`src/rtl/vend_pkg.sv`:
```
`default_nettype none
// vend_pkg - shared state encoding, coin codes and credit width for vend_ctrl.
// Rev 1.0
package vend_pkg;

  localparam int CREDIT_W = 5;

  typedef enum logic [2:0] {
    ST_IDLE     = 3'd0,
    ST_COLLECT  = 3'd1,
    ST_LOOKUP   = 3'd2,
    ST_CHECK    = 3'd3,
    ST_DISPENSE = 3'd4,
    ST_CHANGE   = 3'd5
  } state_t;

  localparam logic [1:0] COIN_1  = 2'd0;
  localparam logic [1:0] COIN_2  = 2'd1;
  localparam logic [1:0] COIN_5  = 2'd2;
  localparam logic [1:0] COIN_10 = 2'd3;

  localparam logic [1:0] PRODUCT_INVALID = 2'd3;

  function automatic logic [CREDIT_W-1:0] coin_value(input logic [1:0] code);
    case (code)
      COIN_1:  coin_value = 5'd1;
      COIN_2:  coin_value = 5'd2;
      COIN_5:  coin_value = 5'd5;
      default: coin_value = 5'd10;
    endcase
  endfunction

endpackage
`default_nettype wire

```
`src/rtl/vend_credit_acc.sv`:
```
`default_nettype none
// vend_credit_acc - credit register with coin decode, CREDIT_MAX limit, subtract and clear.
// Rev 1.0
module vend_credit_acc
  import vend_pkg::*;
#(
  parameter int CREDIT_MAX = 20
) (
  input  logic                clk,
  input  logic                rst_n,
  input  logic                coin_valid,
  input  logic [1:0]          coin_type,
  input  logic                coin_en,
  input  logic                sub_en,
  input  logic [CREDIT_W-1:0] sub_amt,
  input  logic                clr,
  output logic                coin_accept,
  output logic [CREDIT_W-1:0] credit_plus,
  output logic [CREDIT_W-1:0] credit
);

  localparam logic [CREDIT_W:0] MAX_EXT = (CREDIT_W + 1)'(CREDIT_MAX);

  // One extra bit so the limit check cannot wrap when CREDIT_MAX is near 31.
  logic [CREDIT_W:0] sum;

  assign sum         = {1'b0, credit} + {1'b0, coin_value(coin_type)};
  assign coin_accept = coin_valid && coin_en && (sum <= MAX_EXT);
  assign credit_plus = coin_accept ? sum[CREDIT_W-1:0] : credit;

  always_ff @(posedge clk or negedge rst_n) begin
    if (!rst_n) begin
      credit <= '0;
    end else if (clr) begin
      credit <= '0;
    end else if (sub_en) begin
      credit <= credit - sub_amt;
    end else begin
      credit <= credit_plus;
    end
  end

endmodule
`default_nettype wire

```
`src/rtl/vend_ctrl.sv`:
```
`default_nettype none
// vend_ctrl - vending sequencer: coin credit, price lookup, dispense and change handshake.
// Rev 1.0; define VEND_TIMEOUT_EN to auto-refund credit after TIMEOUT_CYCLES idle cycles.
module vend_ctrl
  import vend_pkg::*;
#(
  parameter int CREDIT_MAX     = 20,
  parameter int TIMEOUT_CYCLES = 1000
) (
  input  logic       clk,
  input  logic       rst_n,
  input  logic       coin_valid,
  input  logic [1:0] coin_type,
  input  logic       sel_valid,
  input  logic [1:0] sel,
  input  logic       cancel,
  output logic [1:0] rom_addr,
  input  logic [3:0] rom_price,
  output logic       coin_reject,
  output logic       sel_err,
  output logic       insufficient,
  output logic       dispense,
  output logic [1:0] dispense_id,
  output logic       change_valid,
  output logic [4:0] change_amt,
  input  logic       change_ack,
  output logic [4:0] credit,
  output logic       busy
);

  state_t state, state_n;

  logic [CREDIT_W-1:0] price_q, price_n;
  logic [CREDIT_W-1:0] change_n;
  logic [CREDIT_W-1:0] credit_plus;
  logic [1:0]          rom_addr_n;
  logic                sel_err_n, insuf_n;
  logic                coin_en, sub_en, clr, coin_accept, timeout;

  vend_credit_acc #(
    .CREDIT_MAX (CREDIT_MAX)
  ) u_credit (
    .clk         (clk),
    .rst_n       (rst_n),
    .coin_valid  (coin_valid),
    .coin_type   (coin_type),
    .coin_en     (coin_en),
    .sub_en      (sub_en),
    .sub_amt     (price_q),
    .clr         (clr),
    .coin_accept (coin_accept),
    .credit_plus (credit_plus),
    .credit      (credit)
  );

`ifdef VEND_TIMEOUT_EN
  localparam int TW = $clog2(TIMEOUT_CYCLES + 1);
  localparam logic [TW-1:0] TO_LAST = TW'(TIMEOUT_CYCLES - 1);

  logic [TW-1:0] idle_cnt;

  assign timeout = (state == ST_COLLECT) && (idle_cnt == TO_LAST) &&
                   !coin_accept && !sel_valid && !cancel;

  always_ff @(posedge clk or negedge rst_n) begin
    if (!rst_n) begin
      idle_cnt <= '0;
    end else if (state != ST_COLLECT || coin_accept || sel_valid || cancel || timeout) begin
      idle_cnt <= '0;
    end else begin
      idle_cnt <= idle_cnt + 1'b1;
    end
  end
`else
  logic unused_timeout_cfg;
  assign unused_timeout_cfg = (TIMEOUT_CYCLES > 0);
  assign timeout = 1'b0;
`endif

  always_comb begin
    state_n    = state;
    rom_addr_n = rom_addr;
    price_n    = price_q;
    change_n   = change_amt;
    sel_err_n  = 1'b0;
    insuf_n    = 1'b0;
    coin_en    = 1'b0;
    sub_en     = 1'b0;
    clr        = 1'b0;
    case (state)
      ST_IDLE, ST_COLLECT: begin
        coin_en = 1'b1;
        // A coin arriving with cancel/selection is already folded into credit_plus.
        if (cancel || timeout) begin
          if (credit_plus != '0) begin
            clr      = 1'b1;
            change_n = credit_plus;
            state_n  = ST_CHANGE;
          end else begin
            state_n  = ST_IDLE;
          end
        end else if (sel_valid && sel != PRODUCT_INVALID) begin
          rom_addr_n = sel;
          state_n    = ST_LOOKUP;
        end else begin
          sel_err_n = sel_valid;
          state_n   = (credit_plus != '0) ? ST_COLLECT : ST_IDLE;
        end
      end
      ST_LOOKUP: begin
        price_n = {1'b0, rom_price};
        state_n = ST_CHECK;
      end
      ST_CHECK: begin
        if (credit >= price_q) begin
          sub_en  = 1'b1;
          state_n = ST_DISPENSE;
        end else begin
          insuf_n = 1'b1;
          state_n = (credit != '0) ? ST_COLLECT : ST_IDLE;
        end
      end
      ST_DISPENSE: begin
        if (credit != '0) begin
          clr      = 1'b1;
          change_n = credit;
          state_n  = ST_CHANGE;
        end else begin
          state_n  = ST_IDLE;
        end
      end
      ST_CHANGE: begin
        if (change_ack) begin
          change_n = '0;
          state_n  = ST_IDLE;
        end
      end
      default: state_n = ST_IDLE;
    endcase
  end

  always_ff @(posedge clk or negedge rst_n) begin
    if (!rst_n) begin
      state        <= ST_IDLE;
      rom_addr     <= '0;
      price_q      <= '0;
      change_amt   <= '0;
      coin_reject  <= 1'b0;
      sel_err      <= 1'b0;
      insufficient <= 1'b0;
    end else begin
      state        <= state_n;
      rom_addr     <= rom_addr_n;
      price_q      <= price_n;
      change_amt   <= change_n;
      coin_reject  <= coin_valid && !coin_accept;
      sel_err      <= sel_err_n;
      insufficient <= insuf_n;
    end
  end

  assign dispense     = (state == ST_DISPENSE);
  assign dispense_id  = dispense ? rom_addr : 2'd0;
  assign change_valid = (state == ST_CHANGE);
  assign busy         = (state == ST_LOOKUP) || (state == ST_CHECK) ||
                        (state == ST_DISPENSE) || (state == ST_CHANGE);

endmodule
`default_nettype wire

```
`config.mk`:
```
export PLATFORM = sky130hd
export DESIGN_NAME = vend_ctrl
export DESIGN_NICKNAME = d
export VERILOG_FILES = /design/src/rtl/vend_pkg.sv /design/src/rtl/vend_credit_acc.sv /design/src/rtl/vend_ctrl.sv
export SDC_FILE = /design/constraint.sdc
export NUM_CORES = 1
export LEC_CHECK = 0
export ABC_AREA = 1
export CORE_ASPECT_RATIO = 1.2
export CORE_MARGIN = 4
export CORE_UTILIZATION = 52
export DETAILED_ROUTE_END_ITERATION = 12
export PLACE_DENSITY = 0.85
export SLEW_MARGIN = 20
export SYNTH_ARGS = -nofsm -noshare
export SYNTH_HDL_FRONTEND = slang
export SYNTH_HIERARCHICAL = 1
export SYNTH_SLANG_ARGS = --single-unit
```
`constraint.sdc`:
```
create_clock -name clk -period 3.4 [get_ports clk]
set_input_delay 1.02 -clock clk [delete_from_list [all_inputs] [get_ports clk]]
set_output_delay 1.02 -clock clk [all_outputs]
set_load 0.01 [all_outputs]
```
# Yosys cells after proc, flatten, opt, wreduce, memory -nomap -nowiden
# Index checks and enable logic that the tools add are counted.
# W data, S select, Z words.
[word_totals]
out_inout_bits = 20
ff_bits = 22
word_cells = 72
in_bits = 14
[op_classes]
addsub = 2
bitwise = 1
reduce_logical = 16
muxes = 31
order_cmp = 2
eq_ne = 12
[ops]
columns = ["op", "count"]
rows = [
  ["$mux W5", 7],
  ["$mux W3", 5],
  ["$pmux W3 S5", 1],
  ["$pmux W5 S3", 1],
  ["$mux W1", 13],
  ["$pmux W4 S3", 1],
  ["$reduce_bool A5 Y1", 2],
  ["$add A5 B4 Y6", 1],
  ["$eq A3 B2 Y1 const B", 2],
  ["$eq A3 B3 Y1 const B", 2],
  ["$le A6 B5 Y1 const B", 1],
  ["$ne A2 B2 Y1 const B", 3],
  ["$ge A5 B4 Y1", 1],
  ["$reduce_and A5 Y1", 1],
  ["$sub A5 B4 Y5", 1],
  ["$logic_and A1 B1 Y1", 4],
  ["$mux W2", 2],
  ["$ne A2 B1 Y1 const B", 2],
  ["$eq A3 B1 Y1 const B", 1],
  ["$logic_not A3 Y1", 1],
  ["$logic_or A1 B1 Y1", 3],
  ["$reduce_and A3 Y1", 1],
  ["$reduce_bool A3 Y1", 1],
  ["$eq A2 B1 Y1 const B", 1],
  ["6 further kinds", 6],
]

# Depth between registers and ports, before layout
# Gate-level depths: netlist (run 1).
[depth]
depth_word = 11
ltp_mapped = 22
depth_no_buf = 21

# Cells and area by module
# The synthesis (run 1) kept the hierarchy.
[by_module_without_submodules]
columns = ["module", "cells_each", "seq_area_each_um2", "area_each_um2", "n_inst"]
rows = [
  ["vend_ctrl", 136, 425.4, 1021.0, 1],
  ["vend_credit_acc", 115, 125.1, 782.0, 1],
]

# Worst setup path after synthesis (run 1)
# OpenSTA, ideal clock, no wires.
[synth_timing]
kind = "input to register"
startpoint = "input port coin_type[0]"
endpoint = "register change_amt[0]"
cell_stages = 16
path_slack_ps = 420
required_time_ps = 3283
setup_ps = 117
path_buffers = 0
t_arrival_ps = 2863
path_cell_list = "inv_1 > ha_1 > fa_1 > xor2_2 > o21ai_1 > nand2_2 > nand2_4 > nand2_4 > nand2_1 > nand2_1 > nor2_1 > nand3_1 > nand2_1 > nand2_1 > nand3_1 > nand2_1"
[synth_between]
elab_chain_cells = 9
word_cells_on_any_way = 14
classes_between = "add/sub: 1; order compare: 1; eq/ne: 3; mux: 5; reduce/logical: 4"
[synth_rtl]
columns = ["element", "line_no", "text"]
rows = [
  ["from (decl)", "vend_ctrl.sv:13", "input logic [1:0] coin_type,"],
  ["$eq A2 B2 Y1, or another cell as far along", "vend_pkg.sv:25", "case (code)"],
  ["$pmux W4 S3 *", "vend_pkg.sv:25", ""],
  ["$add A5 B4 Y6 *", "vend_credit_acc.sv:27", "assign sum = {1'b0, credit} + {1'b0, coin_value(coin_type)};"],
  ["$le A6 B5 Y1", "vend_credit_acc.sv:28", "assign coin_accept = coin_valid && coin_en && (sum <= MAX_EXT);"],
  ["$logic_and A1 B1 Y1", "vend_credit_acc.sv:28", ""],
  ["$mux W5 *", "vend_credit_acc.sv:29", "assign credit_plus = coin_accept ? sum[CREDIT_W-1:0] : credit;"],
  ["net credit_plus[4]", "vend_ctrl.sv:35", "logic [CREDIT_W-1:0] credit_plus;"],
  ["$reduce_bool A5 Y1 *", "vend_ctrl.sv:95", "if (credit_plus != '0) begin"],
  ["$ne A2 B2 Y1 (no source line) *", "n/a", ""],
  ["$reduce_and A5 Y1 (no source line) *", "n/a", ""],
  ["to (signal assigned)", "vend_ctrl.sv:155", "change_amt <= change_n;"],
  ["to (decl)", "vend_ctrl.sv:25", "output logic [4:0] change_amt,"],
]
# Mark *: on every way through the listed nets, which the timed path passes. The rest lies on a longest branch. The select of a mux whose other input is x is not followed.
# A chain may end at the register's enable or synchronous reset.

# Worst setup path in the final report (run 1)
[layout_timing]
startpoint = "input port coin_type[1]"
endpoint = "register u_credit.credit[2]"
[layout_between]
elab_chain_cells = 11
word_cells_on_any_way = 14
classes_between = "add/sub: 1; order compare: 1; eq/ne: 2; mux: 7; reduce/logical: 3"
[layout_rtl]
columns = ["element", "line_no", "text"]
rows = [
  ["$eq A2 B2 Y1, or another cell as far along", "vend_pkg.sv:25", ""],
  ["$pmux W4 S3 *", "vend_pkg.sv:25", ""],
  ["$add A5 B4 Y6 *", "vend_credit_acc.sv:27", ""],
  ["$le A6 B5 Y1", "vend_credit_acc.sv:28", ""],
  ["$logic_and A1 B1 Y1", "vend_credit_acc.sv:28", ""],
  ["$mux W5 *", "vend_credit_acc.sv:29", ""],
  ["net credit_plus[1]", "vend_ctrl.sv:35", ""],
  ["$reduce_bool A5 Y1 *", "vend_ctrl.sv:95", ""],
  ["$mux W1 *", "vend_ctrl.sv:95", ""],
  ["$mux W1 *", "vend_ctrl.sv:94", "if (cancel || timeout) begin"],
  ["$pmux W1 S2 *", "vend_ctrl.sv:90", "case (state)"],
  ["net clr", "vend_ctrl.sv:38", "logic coin_en, sub_en, clr, coin_accept, timeout;"],
  ["$mux W5 *", "vend_credit_acc.sv:34", "end else if (clr) begin"],
  ["to (signal assigned)", "vend_credit_acc.sv:37", "credit <= credit - sub_amt;"],
  ["to (signal assigned)", "vend_credit_acc.sv:39", "credit <= credit_plus;"],
  ["to (decl)", "vend_credit_acc.sv:19", "output logic [CREDIT_W-1:0] credit"],
]
# Mark *: on every way through the listed nets, which the timed path passes. The rest lies on a longest branch.

==> impl_metrics.csv, run 1 <==
group,metric,value,unit
critical_path,critPathMaxFanout,6,
drt,wirelength,4.101,mm
synthesis,synth-warning-count,6,
critical_path,cpMostUsedCell,"nand2_1",
cts,clkTransAtPathRegs,80,ps
die,chipWidth,61.76,um
critical_path,critical_path_arrival,3400,ps
cts,clkSinkCount,22,
layout,nets,336,
die,die_h,72.51,um
drt,drt_iter0_drc,42,
power_and_ir_drop,vdd_drop_max,0.0004804,V
cts,numCtsBuffers,3,
drt,drcViolationCount,0,
drt,vias,1747,
global_routing,grt_max_degree,23,
cts,root_buffer,"clkbuf_8",
global_routing,grt_pass1_wl,7.072,mm
layout,syn2layout_area_growth,33.17,%
synthesis,synth-adder-area-share,11.94,%
critical_path,critPathKind,"in2reg",
synthesis,synth_area,1803,sq um
global_routing,grt_overflow,0,
drt,dr.pass1.iters,4,
placement,gp_congestion,0.9111,
layout,diodes,0,
global_routing,grt.total_usage,20.47,%
synthesis,synth.avg_cell_area,7.183,sq um
synthesis,netlist_instances,251,
drt,avgViaCountPerCell,5.108,
sta,finalCritPeriodShare,94.04,%
power_and_ir_drop,p_per_area,815.8,nW/um^2
synthesis,synth_top_area_share,30.53,%
critical_path,cp_slowest_cell,"clkdlybuf4s50_1",
cts,cts_tree,"yes",
synthesis,synth_commonest_cells,"67 x nand2_1, 43 x inv_1, 25 x nand3_1",
critical_path,path_cells,"clkdlybuf4s50_1 > nand2_1 > inv_1 > ha_2 > nand2_1 > nor2_1 > nand2_1 > nand3_2 > nor2_4 > nand2_4 > nand2_1 > nand2_2 > nor2_2 > nand3_2 > nand3_2 > nand2_2 > inv_1 > o21ai_0 > inv_1 > nand2_1 > inv_1",
synthesis,synth-xor-area-share,2.359,%
layout,final_layout_size_suffix_gt1_share,20.00,%
synthesis,synthSimpleGateAreaFrac,36.09,%
drt,routed.top_layer,"met4",
sta,finalSetupViolations,0,
drt,wl_met1,1.757,mm
synthesis,yosys-top-cells-area,"dfrtp_1 31%, nand2_1 14%, ha_1 9.7%",
cts,clk_latency,260,ps
status,status,"finished clean",
sta,rsz0062_at_grt,"false",
synthesis,ys_ff_latch,22,
sta,period_needed,3197,ps
placement,hpwl,3.179,mm
power_and_ir_drop,leakagePower,1.289,nW
die,row_count,23,
sta,setup_tns,0,ps
global_routing,antenna_found_initial,0,
synthesis,yosysMostFrequentCell,"nand2_1",
die,start_util,54.01,%
critical_path,reg2reg_slack,730,ps
critical_path,cp-start-kind,"primary input",
sta,hold_ws,472.4,ps
cts,cts.path.max_buffers,2,
die,die-area,4478,sq um
cts,htreeDepth,1,
min_path,min_path_type,"reg2reg",
synthesis,synth.distinct_cells,33,
synthesis,synth_edf_count,0,
drt,wl_met2,2.134,mm
critical_path,critPathMaxStageDelay,470,ps
drt,ant_nets,0,
synthesis,yosysSeqAreaShare,30.53,%
sta,finalHoldViolCount,0,
drt,met3_length,140,um
synthesis,synth_nets,281,
sta,skew,4.124,ps
synthesis,synth_top_family_by_area,"simple AND/OR/NAND/NOR gates",
sta,timing.fmax,312.8,MHz
synthesis,synth_mux_area_share,0,%
sta,final_max_slew_viol_count,0,
placement,io_buffers,33,
critical_path,cp-end-kind,"flip-flop",
die,coreArea,3338,sq um
run,maxCapViolations,0,
synthesis,ys_async_sr_fraction,100.0,%
synthesis,synth_ff_type,"dfrtp_1",
drt,routedWlPerCell,11.99,um
critical_path,critPathRequiredTime,3610,ps
global_routing,grt_pass1_vias,1696,
synthesis,yosys.area.top_type,"dfrtp_1",
die,ios,34,
synthesis,synth-compound-area-share,7.425,%
## power by group
group	switching, W	internal (W)	leakage [nW]
Clock	0.0000853	0.000103	0.0288
Combinational	0.000709	0.000603	0.976
Sequential	0.000105	0.000354	0.285
## per-layer routing
| layer | global-route usage (%) | up-vias |
|---|---|---|
| met2 | 37.25 | 31 |
| met1 | 23.20 | 808 |
| met5 | 0 | - |
| met4 | 7.311 | 0 |
| met3 | 3.203 | 6 |
| li1 | - | 902 |
## sequential cells by signal (all words and copies together) (netlist names)
register         cells
change_amt           5
insufficient         1
u_credit/credit      5
sel_err              1
state                3
price_q              4
coin_reject          1
rom_addr             2
## worst max-delay path: cells and delay by family
family	cells	cell delay (ps)
simple gates	14	1260
buf+inv	5	720
fa+ha+maj	1	300
compound gates	1	80
## what timing repair did
| item | in CTS | in global routing |
|---|---|---|
| resized for setup | 6 | 7 |
| endpoints found under the setup margin | 10 | 11 |
| hold buffers | 0 | 0 |
| pin swaps | 4 | 1 |
| setup buffers | 1 | 0 |
## per-stage QoR
stage / area [sq um] / setup WS [ps] / cells / utilization, % / power (W)
finish: 2401 / 202.7 / 342 / 71.93 / 0.001959
global route: 2401 / 1.702 / 342 / 71.93 / 0.002164
CTS: 2372 / 116.6 / 342 / 71.06 / 0.001945
detailed placement: 2296 / -329.0 / 337 / 68.78 / 0.001718
global placement: 2296 / -229.5 / 337 / 68.78 / 0.001675
floorplan: 1803 / 420.0 / 251 / - / 0.001271
## path summary, 6_finish.rpt
check | startpoint | to | cells past startpoint
worst max-delay path | coin_type[1] | u_credit/credit[2]$_DFF_PN0_ | 21
worst min-delay path | change_amt[1]$_DFFE_PN0P_ | change_amt[1]$_DFFE_PN0P_ | 2
worst max register to register | u_credit/credit[0]$_DFF_PN0_ | u_credit/credit[2]$_DFF_PN0_ | 18
worst min register to register | change_amt[1]$_DFFE_PN0P_ | change_amt[1]$_DFFE_PN0P_ | 2
max in group asynchronous | rst_n | change_amt[4]$_DFFE_PN0P_ | 2
min in group asynchronous | rst_n | rom_addr[0]$_DFFE_PN0P_ | 2
## cell usage in the layout (no fill, tap or decap), drive strengths merged
master / count
nand2: 76
o21ai: 10
buf: 20
a21oi: 7
o22ai: 5
ha: 14
fa: 2
a31oi: 1
nand4: 3
xnor2: 2
conb: 1
xor2: 2
dfrtp: 22
or2: 2
clkbuf: 4
dlygate4sd2: 1
nor3: 2
nor3b: 1
o21a: 1
nand3: 29
nor2: 20
clkdlybuf4s50: 32
inv: 48
## layout make-up
class,instances,area [sq um]
sequential,22,550.5
inverter,48,180.2
tap,37,46.29
multi-input combinational,178,1090
timing repair buffer,53,479.2
clock buffer,4,55.05
fill,275,937.1
## cells by family after synthesis
logic type / count (synthesis)
xor+xnor: 4
simple gates: 133
compound gates: 24
fa+ha+maj: 16
other cells: 1
flops: 22
buf+inv: 51
Power figures use the tool's default switching activity.
==> inputs of run 2 (changes only) <==
Settings changed: CTS_CLUSTER_DIAMETER set to 60.
==> results of run 2 <==
No change in the layout: final DEF, timing and power equal those of run 1.
==> inputs of run 3 (changes only) <==
Settings changed: CORE_UTILIZATION 52 to 25, PLACE_DENSITY 0.85 to 0.49.
==> run 3 against run 2 <==
Against the previous run: largest cell class unchanged; sequential share of layout area shrank 0.92 points; final cell count grew 16%; cell area grew 4.2%; largest power group unchanged; clock power grew 35%; setup slack gained 47 ps; wire length grew 11%; power grew 3.0%; die area grew 93%.
==> impl_metrics.csv, run 3 (synthesis results as in run 1) <==
group,metric,value,unit
cts,numCtsBuffers,3,
layout,nets,340,
cts,cts.path.max_buffers,2,
cts,clkTransAtPathRegs,90,ps
sta,skew,9.113,ps
cts,clk_latency,270,ps
sta,finalCritPeriodShare,92.66,%
critical_path,cp_slowest_cell,"clkdlybuf4s50_1",
drt,vias,1709,
sta,timing.fmax,317.4,MHz
die,start_util,25.99,%
power_and_ir_drop,internal-power,0.001118,W
die,ios,34,
cts,root_buffer,"clkbuf_8",
sta,slew_headroom,65.60,%
power_and_ir_drop,leakagePower,1.328,nW
global_routing,use_met2,19.50,%
layout,fillCellCount,763,
critical_path,cp-end-kind,"flip-flop",
sta,finalSetupViolations,0,
cts,clkSinkCount,22,
layout,diodes,0,
drt,dr.pass1.iters,4,
critical_path,path_cells,"clkdlybuf4s50_1 > inv_1 > nor2_2 > ha_4 > nand2_1 > nand2_1 > nand3_2 > nand3_2 > nor2_4 > nand2_4 > nand2_1 > nand2_1 > nor2_1 > nand3_1 > nand3_2 > nand2_2 > inv_1 > o21ai_0 > inv_1 > nand2_1 > inv_1",
drt,drcViolationCount,0,
min_path,min_path_type,"reg2reg",
critical_path,r2r_cells,18,
critical_path,critPathKind,"in2reg",
critical_path,r2r_start,"u_credit/credit[0]$_DFF_PN0_",
die,die_h,101.0,um
power_and_ir_drop,p_sw_share,44.55,%
die,die-area,8641,sq um
status,status,"finished clean",
sta,period_needed,3150,ps
placement,io_buffers,33,
power_and_ir_drop,p_per_area,806.4,nW/um^2
placement,hpwl,3.677,mm
global_routing,antenna_found_initial,0,
global_routing,use_met3,1.962,%
sta,rsz0062_at_grt,"false",
min_path,holdPathEnd,"change_amt[4]$_DFFE_PN0P_",
layout,finalInstanceArea,2501,sq um
placement,dpl_cell_area,2396,sq um
cts,cts_tree,"yes",
global_routing,grt_pass1_wl,7.797,mm
placement,gp_congestion,0.7916,
layout,final_common_cell,"nand2_1",
layout,final_cell_mix,"65 x nand2_1, 43 x inv_1, 32 x clkdlybuf4s50_1, 24 x nand3_1, 24 x buf_4",
global_routing,grt_overflow,0,
critical_path,critPathRequiredTime,3610,ps
power_and_ir_drop,switchingPower,0.0008986,W
cts,htreeDepth,1,
critical_path,reg2reg_slack,740,ps
power_and_ir_drop,seq_power_share,21.9,%
drt,routedWlPerCell,11.51,um
drt,ant_nets,0,
sta,fin_ws,249.5,ps
drt,wirelength,4.558,mm
sta,worst_pin_slew,516.1,ps
global_routing,gr-usage-met1,14.04,%
global_routing,grt_pass1_vias,1712,
die,row_count,33,
power_and_ir_drop,clockPowerShare,12.6,%
power_and_ir_drop,combPwrFrac,65.4,%
sta,finalHoldViolCount,0,
drt,avgViaCountPerCell,4.316,
global_routing,grt.total_usage,11.00,%
layout,syn2layout_area_growth,38.72,%
min_path,whs_path_depth,2,
global_routing,grt_max_degree,23,
critical_path,cp-start-kind,"primary input",
min_path,hold_start,"change_amt[4]$_DFFE_PN0P_",
critical_path,critical_path_arrival,3360,ps
critical_path,crit_buf_inv,5,
placement,place_ws,-313.3,ps
run,maxCapViolations,0,
critical_path,cpMostUsedCell,"nand2_1",
critical_path,critPathMaxFanout,7,
die,coreArea,6937,sq um
power_and_ir_drop,power,0.002017,W
global_routing,busiest_layer,"met2",
drt,drt_iter0_drc,71,
sta,final_max_slew_viol_count,0,
critical_path,critical_path.top_delay_family,"simple AND/OR/NAND/NOR gates",
layout,final_layout_size_suffix_gt1_share,19.74,%
power_and_ir_drop,vdd_drop_max,0.0003282,V
die,chipWidth,85.53,um
layout,largest_registers,"change_amt x5, u_credit/credit x5, price_q x4",
critical_path,critPathMaxStageDelay,470,ps
critical_path,worstReg2RegEnd,"u_credit/credit[2]$_DFF_PN0_",
## run 3: worst reg2reg max path, stage by stage, from the launching register on
cell and delay [ps]:
dfrtp_1 500, ha_1 290, fa_2 420, xor2_2 190
o21ai_1 100, nand2_2 90, nand2_4 100, nand2_4 70
nand2_1 80, nand2_1 80, nor2_1 100, nand3_1 110
nand3_2 100, nand2_2 70, inv_1 70, o21ai_0 80
inv_1 60, nand2_1 50, inv_1 50
## run 3: final cells by class
class | count | area [sq um] | share of cell area, %
well taps | 87 | 108.9 | 4.352
repair buffers | 57 | 513.0 | 20.51
multi-input cells | 178 | 1077 | 43.07
clock inverters | 1 | 30.03 | 1.201
flip-flops and latches | 22 | 550.5 | 22.01
clock buffers | 3 | 41.29 | 1.651
inverters | 48 | 180.2 | 7.204
## run 3: metal layers
metal / part of all wire [%] / vias to the layer above
li1: - / 905
met1: 47 / 772
met2: 48 / 30
met3: 4.0 / 2
met4: 0.42 / 0
met5: 0 / -
## run 3: repair_timing
item	in CTS	in global routing
cloned	0	0
hold buffers	0	0
pin swaps	0	2
resized for setup	2	7
buffers inserted	0	0
setup endpoints to repair	8	12
hold endpoints to repair	0	0
## run 3: how the worst max path moves through the flow
stage / to / slack (ps) / start / depth (start not counted)
after global placement: change_amt[2]$_DFFE_PN0P_ / -270 / coin_type[0] / 17
after floorplan: change_amt[0]$_DFFE_PN0P_ / 420 / coin_type[0] / 16
after CTS: u_credit/credit[2]$_DFF_PN0_ / 20 / coin_type[0] / 21
after global routing: u_credit/credit[4]$_DFF_PN0_ / 10 / coin_type[1] / 21
final: u_credit/credit[2]$_DFF_PN0_ / 250 / coin_type[1] / 21
after detailed placement: u_credit/credit[2]$_DFF_PN0_ / -310 / coin_type[0] / 20
## run 3: through the flow
stage               TNS, ps  hold WS [ps]  cells  utilization, %
floorplan                 0         478.4    251               -
global placement      -2782         456.2    392           34.54
finish                    0         478.5    396           36.06
detailed placement    -3206         461.4    392           34.54
global route              0         513.4    396           36.06
CTS                       0         483.7    396           35.64
## run 3: power by group through the flow
stage | logic, W | clock network, W | registers [W]
after floorplan | 0.000816 | 0 | 0.000456
after global placement | 0.00131 | 0 | 0.000446
after detailed placement | 0.00131 | 0 | 0.000449
after CTS | 0.00132 | 0.000263 | 0.000445
after global routing | 0.00149 | 0.000275 | 0.000457
final | 0.00132 | 0.000255 | 0.000442
